`src/rtl/alu_issue.sv`:
```
// Single-issue front end for an external combinational ALU: register file,
// one EX stage with result forwarding, writeback, flag capture and retire count.
module alu_issue #(
  parameter int N    = 8,
  parameter int NREG = 8,
  localparam int AW  = $clog2(NREG)
) (
  input  logic          clk,
  input  logic          rst_n,
  input  logic          in_valid,
  output logic          in_ready,
  input  logic [3:0]    in_op,
  input  logic [AW-1:0] in_rd,
  input  logic [AW-1:0] in_rs1,
  input  logic [AW-1:0] in_rs2,
  input  logic          ld_en,
  input  logic [AW-1:0] ld_addr,
  input  logic [N-1:0]  ld_data,
  output logic [3:0]    alu_op,
  output logic [N-1:0]  alu_a,
  output logic [N-1:0]  alu_b,
  input  logic [N-1:0]  alu_y,
  input  logic          alu_flg,
  output logic          flag,
  output logic [15:0]   retired,
  input  logic [AW-1:0] rd_addr,
  output logic [N-1:0]  rd_data
);

  logic [N-1:0]  regs_q [NREG];
  logic [N-1:0]  regs_d [NREG];
  logic          ex_valid_q, ex_valid_d;
  logic [AW-1:0] ex_rd_q, ex_rd_d;
  logic [3:0]    alu_op_q, alu_op_d;
  logic [N-1:0]  alu_a_q, alu_a_d;
  logic [N-1:0]  alu_b_q, alu_b_d;
  logic          flag_q, flag_d;
  logic [15:0]   retired_q, retired_d;
  logic          accept;
  logic [N-1:0]  opa, opb;

  assign in_ready = !ld_en;
  assign accept   = in_valid && !ld_en;

  // Operand read: the in-flight EX result bypasses the register file.
  assign opa = (ex_valid_q && (ex_rd_q == in_rs1)) ? alu_y : regs_q[in_rs1];
  assign opb = (ex_valid_q && (ex_rd_q == in_rs2)) ? alu_y : regs_q[in_rs2];

  always_comb begin
    regs_d = regs_q;
    if (ex_valid_q) regs_d[ex_rd_q] = alu_y;
    // External load is applied last so it wins a same-register collision.
    if (ld_en) regs_d[ld_addr] = ld_data;

    ex_valid_d = accept;
    ex_rd_d    = accept ? in_rd  : ex_rd_q;
    alu_op_d   = accept ? in_op  : alu_op_q;
    alu_a_d    = accept ? opa    : alu_a_q;
    alu_b_d    = accept ? opb    : alu_b_q;

    flag_d    = ex_valid_q ? alu_flg : flag_q;
    retired_d = ex_valid_q ? (retired_q + 16'd1) : retired_q;
  end

  always_ff @(posedge clk or negedge rst_n) begin
    if (!rst_n) begin
      for (int i = 0; i < NREG; i++) regs_q[i] <= '0;
      ex_valid_q <= 1'b0;
      ex_rd_q    <= '0;
      alu_op_q   <= '0;
      alu_a_q    <= '0;
      alu_b_q    <= '0;
      flag_q     <= 1'b0;
      retired_q  <= '0;
    end else begin
      for (int i = 0; i < NREG; i++) regs_q[i] <= regs_d[i];
      ex_valid_q <= ex_valid_d;
      ex_rd_q    <= ex_rd_d;
      alu_op_q   <= alu_op_d;
      alu_a_q    <= alu_a_d;
      alu_b_q    <= alu_b_d;
      flag_q     <= flag_d;
      retired_q  <= retired_d;
    end
  end

  assign alu_op  = alu_op_q;
  assign alu_a   = alu_a_q;
  assign alu_b   = alu_b_q;
  assign flag    = flag_q;
  assign retired = retired_q;
  assign rd_data = regs_q[rd_addr];

endmodule

```
`config.mk`:
```
export PLATFORM = sky130hd
export DESIGN_NAME = alu_issue
export DESIGN_NICKNAME = d
export VERILOG_FILES = /design/src/rtl/alu_issue.sv
export SDC_FILE = /design/constraint.sdc
export NUM_CORES = 1
export LEC_CHECK = 0
export ABC_AREA = 1
export BUFFER_PORTS_ARGS = -buffer_cell sky130_fd_sc_hd__buf_2
export CORE_UTILIZATION = 59
export DETAILED_ROUTE_END_ITERATION = 8
export MAX_ROUTING_LAYER = met4
export PLACE_DENSITY = 0.77
export SLEW_MARGIN = 10
export SYNTH_ARGS = -nofsm -noshare
export SYNTH_HDL_FRONTEND = slang
export SYNTH_SLANG_ARGS = --single-unit
```
`constraint.sdc`:
```
create_clock -name clk -period 1.4 [get_ports clk]
set_input_delay 0.21 -clock clk [delete_from_list [all_inputs] [get_ports clk]]
set_output_delay 0.21 -clock clk [all_outputs]
set_load 0.005 [all_outputs]
```
**Yosys cells after proc, flatten, opt, wreduce, memory -nomap -nowiden**

Cells that the tools add are included.

- Bitwise operators: 5
- Equal/unequal tests: 2
- Reductions and logical operators: 6
- Magnitude comparators: 7
- Muxes and demuxes: 19
- Add/subtract/negate cells: 1

Operators with widths:

| cell | number |
|---|---|
| 64-bit bitwise mux | 2 |
| 64-bit two-way mux | 2 |
| 8-bit two-way mux | 10 |
| 8-bit binary-select mux with 3-bit select | 3 |
| 8-bit demux with 3-bit select | 2 |
| 4-bit >= comparator, second input constant | 5 |
| 3-bit inverter with 4-bit output | 5 |
| 16-bit by 1-bit adder with 16-bit output, second input constant | 1 |
| 4-bit by 1-bit < comparator with 1-bit output, second input constant | 2 |
| 3-bit == test | 2 |
| 1-bit logical AND | 5 |
| 1-bit zero test | 1 |

- Input port bits: 40
- Word-level logic and storage cells: 55
- Flip-flop bits (word level): 105
- Output and inout port bits: 46

**Logic depth before layout (Yosys ltp)**

- Word-level depth: 9
- Mapped depth: 10
- Depth with buffers taken out: 10

**Worst setup path before layout**

Ideal clock, no wire load.

- Path kind: reg2reg
- Start point: register retired_q[0], in the netlist retired[0]
- End point: register retired_q[14], in the netlist retired[14]
- Library setup time: 0.113 ns
- Buffers on the path: 0
- Data required time: 1.287 ns
- Path slack: 0.088 ns
- Cell stages (with the launch flop): 9
- Clock period less this slack: 1.312 ns
- Data arrival time: 1.199 ns
- Cells stage by stage: dfrtp_1 ha_1 nand3_1 nor2_1 nand2_1 nor2_1 nand3_1 nand2_1 inv_1

- Word-level cells in the longest chain between the ends: 1

RTL lines:

| what | line | source |
|---|---|---|
| from (decl) | 38 | `logic [15:0] retired_q, retired_d;` |
| from (signal assigned) | 83 | `retired_q <= retired_d;` |
| 16-bit by 1-bit adder with 16-bit output | 62 | `retired_d = ex_valid_q ? (retired_q + 16'd1) : retired_q;` |

No other way between the ends.
A chain may end at the register's enable or synchronous reset.

==> flow_metrics.py <==
metrics = {
    "yosys": {
        "synth_cells": 1010,
        "synth_top_area_share_pct": 37.7,
        "synth_seq_cells": 105,
        "syn-cell-area_um2": 6980,
        "yosysSeqAreaShare_pct": 37.7,
        "yosys_warnings": 0,
        "synth_top_cells_by_area": "dfrtp_1 38%, nand2_1 16%, nand3_1 9.4%",
        "synth_top_cell_by_area": "dfrtp_1",
        "syn-num-nets": 1051,
        "ys_types": 35,
        "syn-mean-instance-area_um2": 6.91,
    },
    "pwr": {
        "pwr-share-seq_pct": 35.7,
        "clockPowerShare_pct": 25.4,
        "p_per_area_nw_per_um2": 1330,
        "comb_power_share_pct": 39.0,
        "power.internal_uw": 7740,
        "switchingPower_uw": 4560,
        "p_leak_uw": 0.00462,
        "netSwitchingFraction_pct": 37.1,
        "ir_worst_vdd_mv": 0.978,
    },
    "critical_path": {
        "crit_end": "regs_q[14]",
        "reg2reg_slack_ns": -0.24,
        "critPathLaunchType": "flip-flop",
        "crit_start": "ex_rd_q[0]",
        "rr_endpoint": "regs_q[14]",
        "cp-end-kind": "flip-flop",
        "cp_max_fo": 8,
        "r2r-start": "ex_rd_q[0]",
        "crit_type": "flip-flop to flip-flop",
        "arrival_ns": 1.91,
        "rr_worst_depth": 6,
        "worst_ep_required_time_ns": 1.67,
    },
    "sta": {
        "setup_ws_ns": -0.241,
        "tns_ns": -3.96,
        "slew_headroom_pct": 70.7,
        "finalCriticalPeriod_ns": 1.64,
        "worst_slew_pin_slew_ns": 0.439,
        "finalSetupViolations": 56,
        "hold_violations": 0,
        "whs_ns": 0.0394,
        "max_freq_ghz": 0.609,
        "fin_skew_ns": 0.00789,
        "min_period_over_period_pct": 117,
        "final_max_slew_viol_count": 0,
        "rsz0062_at_grt": "true",
    },
    "cells_and_area": {
        "layout-drive-gt1-share_pct": 31.6,
        "design_area_um2": 9230,
        "syn_to_final_growth_pct": 32.2,
        "n_fill_cell": 796,
        "antennaDiodeCount": 0,
        "nNetsFinal": 1199,
        "stdcell_count": 1306,
        "layout_commonest_cell": "nand2_1",
        "final_cell_mix": "265 x nand2_1, 123 x nand3_1, 102 x dfrtp_1",
    },
    "flow_run": {
        "max_cap_violations": 0,
    },
    "clocking": {
        "cts_buffer_depth": 2,
        "htreeDepth": 3,
        "numCtsBuffers": 9,
        "insertion_delay_ns": 0.37,
        "root_buffer": "clkbuf_16",
        "path_clk_slew_ns": 0.07,
        "clkSinkCount": 105,
        "cts_tree": "done",
    },
    "global_route": {
        "grt_antenna_before_repair": 0,
        "grt-ovfl-total": 0,
        "grt_pass1_wl_um": 38900,
        "grt_pass1_vias": 7372,
        "grt_max_degree": 77,
        "grt_util_all_layers_pct": 42.4,
    },
    "drt": {
        "drc": 0,
        "first_iter_violations": 1284,
        "firstDrtPassIters": 7,
        "via_per_inst": 6.41,
        "post_drt_wl_per_cell_um": 21.5,
        "ant_nets": 0,
        "drt-total-wl_um": 28100,
        "vias": 8373,
    },
    "placement": {
        "place.gp.congestion": 0.970,
        "hpwl_um": 15500,
        "placed_cell_area_um2": 7840,
        "io_buffers": 85,
        "dpl.cell_count": 1235,
    },
    "die": {
        "rows": 39,
        "coreArea_um2": 11500,
        "fp.dieH_um": 111,
        "die_w_um": 111,
        "die-area_um2": 12300,
        "io_pins": 86,
        "start_util_pct": 60.8,
    },
    "run_status": {
        "status": "complete, but fails checks",
        "violations": "negative setup slack",
    },
    "hold_path": {
        "hold_class": "input port to flip-flop",
    },
}
-- repair_timing --
item / in CTS / in global routing
pin swaps: 15 / 41
endpoints found under the setup margin: 85 / 87
setup buffers: 29 / 20
hold buffers: 1 / 0
hold endpoints to repair: 105 / 0
cloned: 1 / 6
gates resized for setup: 70 / 148
-- logic make-up after synthesis --
kind of cell	Yosys count	share of synthesized area, %
compound gates	217	18.4
xor+xnor	11	1.38
fa+ha+maj	1	0.179
buf+inv	175	10.8
flops	105	37.7
simple gates	501	31.6
-- worst min path at each step --
| stage | slack [ns] | cells past startpoint | start | to |
|---|---|---|---|---|
| final | 0.04 | 3 | in_op[0] | alu_op[0] |
| after global routing | 0.05 | 3 | in_op[0] | alu_op[0] |
| after CTS | 0.05 | 3 | in_op[3] | alu_op[3] |
| after detailed placement | 0.27 | 2 | rst_n | retired[14] |
| after global placement | 0.26 | 2 | rst_n | retired[14] |
| after floorplan | -0.09 | 0 | rst_n | alu_a[0] |
-- cell type report --
class	count	area, um2	share of cell area [%]
multi-input combinational	737	4080	44.2
tap	143	179	1.94
inverter	110	430	4.67
clock inverter	4	97.6	1.06
timing repair buffer	195	1540	16.7
clock buffer	12	267	2.89
sequential	105	2630	28.5
-- synthesized netlist by cell type --
library cell / count
o211ai_1: 53
nor2_4: 7
xor2_1: 8
clkinv_1: 1
buf_1: 1
buf_6: 5
o21ai_0: 71
nand2_2: 9
nor2_2: 1
nand4_2: 1
inv_1: 96
nand3_4: 1
nor2_1: 32
o21ai_2: 7
ha_1: 1
inv_4: 2
nor3_2: 1
o21a_1: 8
nand3_1: 131
xnor2_1: 3
nor3_1: 10
a21oi_1: 40
buf_4: 6
dfrtp_1: 105
inv_2: 11
nand2_4: 1
nor2_8: 1
clkbuf_1: 28
nand2_1: 301
buf_2: 25
a31oi_1: 6
nand3b_1: 4
o22ai_1: 8
o21ai_1: 24
nand4_1: 1
-- stage by stage --
stage               power (uW)  util [%]  setup WS, ns
detailed placement        7870      68.4        -0.135
global placement          7790      68.4       -0.0833
CTS                      11400      74.6        -0.172
floorplan                 6630         -        0.0881
finish                   12300      80.4        -0.241
global route             12900      80.4        -0.315
-- sequential cells by signal, indices dropped and copies added, names as in the netlist --
signal and flops:
alu_a 8, alu_b 8, alu_op 4, ex_rd_q 3, ex_valid_q 1, flag 1
regs_q 64, retired 16
-- power by group through the flow --
stage | Clock [uW] | Combinational [uW] | Sequential (uW)
floorplan | 0 | 2400 | 4230
global placement | 0 | 3470 | 4310
detailed placement | 0 | 3540 | 4330
CTS | 3090 | 4000 | 4310
global route | 3230 | 5190 | 4440
finish | 3120 | 4790 | 4390
-- layer usage --
layer	share of wire [%]	vias up	GRT usage [%]
met2	44	747	63.4
met3	14	214	6.78
met5	0	-	-
li1	-	3627	-
met1	35	3785	52.6
met4	7.9	0	29.6
-- critical path: stages (launching register included) --
cell and delay [ns]:
dfrtp_2 0.51, nor2_8 0.23, buf_12 0.14, nand3_4 0.26, nand2_2 0.15, o211ai_1 0.10, o21ai_1 0.15
No activity file was read; power rests on OpenSTA's default activity.
